**config.mk**
```make
export PLATFORM = sky130hd
export DESIGN_NAME = bidir_shift_sequencer
export DESIGN_NICKNAME = d
export VERILOG_FILES = /design/src/rtl/bidir_shift_sequencer.sv
export SDC_FILE = /design/constraint.sdc
export NUM_CORES = 1
export LEC_CHECK = 0
export CAP_MARGIN = 20
export CORE_ASPECT_RATIO = 0.9
export CORE_UTILIZATION = 26
export CTS_BUF_LIST = sky130_fd_sc_hd__clkbuf_8
export CTS_CLUSTER_DIAMETER = 30
export DETAILED_ROUTE_END_ITERATION = 8
export GPL_TIMING_DRIVEN = 0
export HOLD_SLACK_MARGIN = 0.12
export PLACE_DENSITY = 0.53
export SYNTH_ARGS = -nofsm -noshare
export SYNTH_HDL_FRONTEND = slang
export SYNTH_SLANG_ARGS = --single-unit
export TNS_END_PERCENT = 10
```
**constraint.sdc**
```tcl
create_clock -name clk -period 3.5 [get_ports clk]
set_input_delay 0.525 -clock clk [delete_from_list [all_inputs] [get_ports clk]]
set_output_delay 0.525 -clock clk [all_outputs]
set_load 0.02 [all_outputs]
```
**src/rtl/bidir_shift_sequencer.sv**
```systemverilog
// Shares one external WIDTH-stage bidirectional shift register between two
// requesters. Each transfer shifts a new word in serially while capturing the
// old contents from the register's serial output, then reports the old word.
module bidir_shift_sequencer #(
    parameter int   WIDTH     = 8,
    parameter logic IDLE_FILL = 1'b0
) (
    input  logic             clk,
    input  logic             rst,
    input  logic             a_valid,
    input  logic             a_dir,
    input  logic [WIDTH-1:0] a_data,
    output logic             a_ready,
    input  logic             b_valid,
    input  logic             b_dir,
    input  logic [WIDTH-1:0] b_data,
    output logic             b_ready,
    output logic             reg_d,
    output logic             reg_shift,
    input  logic             reg_q,
    output logic [WIDTH-1:0] rx_data,
    output logic             rx_valid,
    output logic             rx_owner,
    output logic             busy
);
    localparam int CW = (WIDTH > 2) ? $clog2(WIDTH) : 1;

    typedef enum logic [1:0] {IDLE, SHIFT, DONE} state_t;

    state_t           state, state_nxt;
    logic [CW-1:0]    count;
    logic             prio;       // 0 = A has the tie, 1 = B has the tie
    logic             dir_r, owner_r;
    logic [WIDTH-1:0] tx_buf, rx_buf, rx_next;
    logic             grant_b, accept, last;
    logic [WIDTH-1:0] sel_data;
    logic             sel_dir;
    logic [CW-1:0]    idx, nidx;

    // Round-robin grant and the combinational ready handshake
    always_comb begin
        grant_b  = b_valid && (!a_valid || prio);
        a_ready  = (state == IDLE) && a_valid && !grant_b;
        b_ready  = (state == IDLE) && grant_b;
        accept   = a_ready || b_ready;
        sel_data = b_ready ? b_data : a_data;
        sel_dir  = b_ready ? b_dir : a_dir;
    end

    // Bit index driven this cycle, the one for the next cycle, and the
    // capture buffer with this cycle's reg_q merged in
    always_comb begin
        last    = (count == CW'(WIDTH - 1));
        idx     = dir_r ? count : CW'(WIDTH - 1) - count;
        nidx    = dir_r ? count + CW'(1) : CW'(WIDTH - 2) - count;
        rx_next = rx_buf;
        rx_next[idx] = reg_q;
    end

    // State register
    always_ff @(posedge clk or posedge rst) begin
        if (rst) state <= IDLE;
        else     state <= state_nxt;
    end

    // Next-state logic
    always_comb begin
        state_nxt = state;
        case (state)
            IDLE:    if (accept) state_nxt = SHIFT;
            SHIFT:   if (last)   state_nxt = DONE;
            DONE:    state_nxt = IDLE;
            default: state_nxt = IDLE;
        endcase
    end

    // Datapath: load on accept, drive/capture one bit per SHIFT cycle,
    // publish the captured word on the last edge
    always_ff @(posedge clk or posedge rst) begin
        if (rst) begin
            count     <= '0;
            prio      <= 1'b0;
            dir_r     <= 1'b1;
            owner_r   <= 1'b0;
            tx_buf    <= '0;
            rx_buf    <= '0;
            reg_d     <= IDLE_FILL;
            reg_shift <= 1'b1;
            rx_data   <= '0;
            rx_valid  <= 1'b0;
            rx_owner  <= 1'b0;
            busy      <= 1'b0;
        end else begin
            rx_valid <= 1'b0;
            case (state)
                IDLE: begin
                    if (accept) begin
                        tx_buf    <= sel_data;
                        dir_r     <= sel_dir;
                        owner_r   <= b_ready;
                        prio      <= !b_ready;
                        count     <= '0;
                        reg_shift <= sel_dir;
                        // First bit is presented in the first SHIFT cycle
                        reg_d     <= sel_dir ? sel_data[0] : sel_data[WIDTH-1];
                        busy      <= 1'b1;
                    end
                end
                SHIFT: begin
                    rx_buf <= rx_next;
                    if (last) begin
                        count    <= '0;
                        reg_d    <= IDLE_FILL;
                        rx_data  <= rx_next;
                        rx_valid <= 1'b1;
                        rx_owner <= owner_r;
                    end else begin
                        count <= count + CW'(1);
                        reg_d <= tx_buf[nidx];
                    end
                end
                DONE: busy <= 1'b0;
                default: busy <= 1'b0;
            endcase
        end
    end
endmodule

```
; Word-level counts from Yosys, hierarchy flattened
; Cells that the tools add are included.
[op_classes]
n_bitwise = 1
n_mux = 23
add_sub_neg = 3
n_reduce_logical = 17
order_cmp = 3
eq_ne = 4
[op_table]
columns = operator, n
row1 = $mux 3, 4
row2 = $reduce_and 2->1, 5
row3 = $mux 1, 9
row4 = $bwmux 8, 1
row5 = $lt 3x4->1 const B, 2
row6 = $mux 8, 1
row7 = $pmux 3 s2, 1
row8 = $sub 3x3->3 const A, 2
row9 = $logic_and 1x1->1, 5
row10 = $mux 2, 2
row11 = $ne 2x2->1 const B, 2
row12 = $pmux 1 s2, 2
row13 = $pmux 2 s2, 1
row14 = $add 3x1->3 const B, 1
row15 = $bmux 1 s3, 1
row16 = $demux 1 s3, 1
row17 = $eq 3x3->1 const B, 1
row18 = $ge 3x1->1 const B, 1
row19 = $logic_not 1->1, 3
row20 = $eq 2x1->1 const B, 1
row21 = $logic_not 2->1, 1
row22 = $logic_or 1x1->1, 2
row23 = $reduce_bool 2->1, 1
row24 = $not 1->1, 1
[word_totals]
ff_bits = 36
elab_cells = 63

; Depth between registers and ports, before layout
[depth]
word_depth = 8
depth_mapped = 7
ltp_nobuf = 7

; Worst setup path before layout
; No wires, ideal clock.
[synth_timing]
kind = reg-to-output
start = reg state[1]
end = out a_ready
slack_ns = 1.821
t_arrival_ns = 1.154
path_stages_with_launch = 4
cell_sequence = dfrtp_1 -> nor2_4 -> nand2_1 -> a21oi_1
[synth_via]
elab_chain_len = 3
[synth_lines]
columns = item, line_no
row1 = from (decl), 30  ; state_t state, state_nxt;
row2 = from (signal assigned), 63  ; else state <= state_nxt;
row3 = $logic_not 2->1, 43  ; a_ready = (state == IDLE) && a_valid && !grant_b;
row4 = $logic_and 1x1->1 (2 in a row), 43
row5 = to (decl), 13  ; output logic a_ready,
; No other way between the ends.

; Worst setup path in the final report
[layout_timing]
start = in a_valid
end = out a_ready
[layout_via]
elab_chain_len = 5
[layout_lines]
columns = item, line_no
row1 = from (decl), 10  ; input logic a_valid,
row2 = $logic_not 1->1, 42  ; grant_b = b_valid && (!a_valid || prio);
row3 = $logic_or 1x1->1, 42
row4 = $logic_and 1x1->1, 42
row5 = $logic_not 1->1, 43
row6 = $logic_and 1x1->1 (*), 43
; Mark *: on every way between the ends. The rest lies on a longest branch, timed or not.

==> Implementation_results.wiki <==
{| class="wikitable"
! Metric !! Value
|-
| Library cell occupying the most area in the post-synthesis netlist || dfrtp_1
|-
| WL final || 4.98 mm
|-
| Share of flip-flops with an asynchronous set or reset after synthesis || 1.00
|-
| Post-cts hold buffer count || 0
|-
| Placeable Area || 7540 µm²
|-
| Largest net degree at the start of global routing || 37
|-
| Global Route Usage Sum || 0.134
|-
| Cell depth of the worst hold path || 2
|-
| Routed wire length on met3 || 157 µm
|-
| Half-perimeter wire length of the detailed placement result || 3.54 mm
|-
| Xor and xnor fraction of the mapped netlist area || 0
|-
| Power per unit of standard cell area || 872 nW/µm²
|-
| Type of the worst setup path || in -> out
|-
| Launch instance of the worst register-to-register path || count[0]
|-
| Worst Setup Slack, final || 0.803 ns
|-
| Worst VDD drop || 0.000302 V
|-
| Setup slack, reg-to-reg || 1.66 ns
|-
| WP data required || 2.97 ns
|-
| Number of enable flip-flop cells after synthesis || 0
|-
| Count of cell types in the netlist || 39
|-
| Buffer count from post-CTS setup fixing || 0
|-
| Cell mode on critical path || clkdlybuf4s50_1
|-
| Number of nets with antenna violations after routing || 0
|-
| Critical register-to-register path endpoint || reg_d
|-
| Slew margin rel. || 0.490
|-
| Antenna diode count || 0
|-
| Antenna violations before repair || 0
|-
| Maximum clock rate || 371 MHz
|-
| Post-Synth Adder-Cell Area || 0.0185
|-
| Cell with the most instances after synthesis || dfrtp_1
|-
| Finished Layout Cells || 352
|-
| Cts bufs inserted || 5
|-
| Number of hold violations in the final report || 0
|-
| Initial standard-cell utilization of the core || 0.269
|-
| Post-route met1 wirelength || 2.67 mm
|-
| Mux contribution to synthesized area || 0.0710
|-
| Sinks on the clock net || 36
|-
| Endpoint of the worst hold path || tx_buf[6]
|-
| Top post-synthesis cells by count || 35 x dfrtp_1, 32 x o21ai_1, 29 x nand2_1, 17 x o21ai_0, 11 x mux2i_1
|-
| PostCTS Resize Cnt || 0
|-
| Residual overflow from global routing || 0
|-
| Final sum of negative setup slack || 0 ns
|-
| H-Tree Depth || 2
|-
| Uppermost metal layer occupied by signal nets || met4
|-
| Area growth syn-to-layout || 28.8%
|-
| Final GP Congestion || 0.778
|-
| Clock latency at the later pin of the worst-skew pair || 0.29 ns
|-
| Number of top-level design ports || 38
|-
| CP Capture Type || output port
|-
| Power consumption || 0.00228 W
|-
| Proportion of layout cells with a drive suffix above 1 || 0.152
|-
| Number of design rule violations left after detail routing || 0
|-
| Root Buffer Master || clkbuf_8
|-
| Element type at the critical path start || primary input
|-
| Synthesized area divided by synthesized cell count || 9.61 µm²
|-
| Via density || 4.93
|-
| Critical-path cell list || clkdlybuf4s50_1 > nand2_1 > a21oi_1 > clkdlybuf4s50_1
|-
| Final Max Slew Viols || 0
|-
| Setup Viol. Count Final || 0
|-
| Worst slew pin tran || 0.763 ns
|-
| Share of the synthesized area in compound gates (AO/OA/AOI/OAI) || 0.234
|-
| Vias in the first global route || 1725
|-
| Synth Flop Type || dfrtp_1
|-
| Min Tclk post-route || 2.70 ns
|-
| Number of cells in the design after placement || 344
|-
| Simple-Gate Fraction of Synth Area || 0.165
|-
| Worst hold path class || reg -> reg
|-
| Worst reg2reg path depth || 7
|-
| Die W || 95.1 µm
|-
| Number of max-cap violations || 0
|-
| Detailed-route via count || 1737
|-
| Worst endpoint data arrival time || 2.17 ns
|-
| Clock skew || 0.00744 ns
|-
| Run status || completed
|-
| Proportion of netlist area held by the largest area contributor || 0.432
|-
| Nets in the synthesized netlist || 237
|-
| Static Leakage || 1.14 nW
|-
| Buffer levels on the longest clock path || 2
|-
| Final nets || 281
|-
| Drt initial violations || 101
|-
| Netlist Area Pre-Place || 2030 µm²
|-
| DRT Pass-1 Iters || 4
|-
| Post-synthesis register bit count || 36
|-
| Top area cells in the synthesized netlist || dfrtp_1 43%, o21ai_1 7.9%, mux2i_1 5.4%, nand2_1 5.4%, o21ai_0 4.2%
|-
| Port bufs || 37
|-
| Combinational family with the most area after synthesis || compound AO/OA/AOI/OAI gates
|-
| Unrepaired setup endpoints after global routing || false
|-
| Worst hold start || tx_buf[6]
|-
| Slowest stage cell, crit path || clkdlybuf4s50_1
|-
| Post-Syn Instances || 211
|-
| Count of synthesis-stage warnings from yosys || 0
|-
| Clock slew at the register clock pins of the worst setup and hold paths || 0.07 ns
|-
| Final core utilization || 0.346
|-
| Worst setup slack after placement || 0.799 ns
|-
| Number of fill cells in the layout || 779
|-
| Row cnt || 30
|-
| Full die area || 8150 µm²
|-
| Metal2 WL || 2.10 mm
|-
| Delay of the slowest cell on the worst path || 0.68 ns
|-
| Global-route wire length before repair || 8.50 mm
|-
| Die Height || 85.8 µm
|-
| Post-route fraction of the period consumed by the critical path || 0.771
|-
| CTS tree || yes
|-
| Worst Path Max Fanout || 4
|-
| Sequential fraction of the synthesis area || 0.445
|-
| DR WL/cell || 14.1 µm
|}
worst max-delay path by stage:
stage | start | endpoint | slack (ns)
2_1_floorplan | state[1] | a_ready | 1.82
3_3_place_gp | a_valid | a_ready | 0.83
3_5_place_dp | a_valid | a_ready | 0.80
4_1_cts | a_valid | a_ready | 0.80
5_1_grt | a_valid | a_ready | 0.69
6_report | a_valid | a_ready | 0.80
metrics by stage:
stage | hold WS, ns | instance area (µm²)
after floorplan | 0.443 | 2030
after global placement | 0.470 | 2520
after detailed placement | 0.473 | 2520
after CTS | 0.496 | 2610
after global routing | 0.528 | 2610
final | 0.491 | 2610
flip-flops by register name, summed over array words and instances (netlist names):
name and flops:
tx_buf 8, reg_d 1, dir_r 1, rx_data 8
count 3, prio 1, rx_owner 1, busy 1
state 2, rx_valid 1, rx_buf 8, owner_r 1
layout by cell type, fill, tap and decap left out, types with 4 or more instances in the layout:
cell and count:
clkbuf_8 6, buf_6 6, buf_2 8, nand2b_1 5
o21ai_0 17, o221ai_1 8, dfrtp_1 35, o22ai_1 8
clkdlybuf4s50_1 37, o21ai_1 32, inv_1 4, nand2_1 29
mux2i_1 11
worst max-delay path: cells and delay by family:
kind	cells	cell delay, ns
compound gates	1	0.30
simple gates	1	0.12
buf+inv	2	1.23
final cells by class:
class / count / area [µm²] / area share
Multi-Input combinational cell: 154 / 991 / 0.380
Sequential cell: 36 / 902 / 0.346
Timing Repair Buffer: 37 / 370 / 0.142
Tap cell: 96 / 120 / 0.0460
Buffer: 14 / 108 / 0.0412
Clock buffer: 6 / 82.6 / 0.0316
Inverter: 7 / 26.3 / 0.0101
Clock inverter: 2 / 10.0 / 0.00384
kinds of logic (layout without fill, tap and decap cells):
logic type      after synthesis  after routing
buf+inv                      21             66
simple gates                 60             60
mux                          14             14
flops                        36             36
compound gates               77             77
fa+ha+maj                     3              3
routing by layer:
| metal | vias to the layer above | GRT usage |
|---|---|---|
| li1 | 856 | - |
| met1 | 839 | 0.207 |
| met2 | 36 | 0.185 |
| met3 | 6 | 0.0284 |
| met4 | 0 | 0.0331 |
| met5 | - | 0 |
power breakdown:
group	leakage [nW]	switching, W	internal, W	total, W
logic	0.637	0.000669	0.000561	0.00123
registers	0.454	0.000142	0.000589	0.000731
clock network	0.0510	0.000157	0.000157	0.000314
total	1.14	0.000968	0.00131	0.00228
No activity file was read; power rests on OpenSTA's default activity.
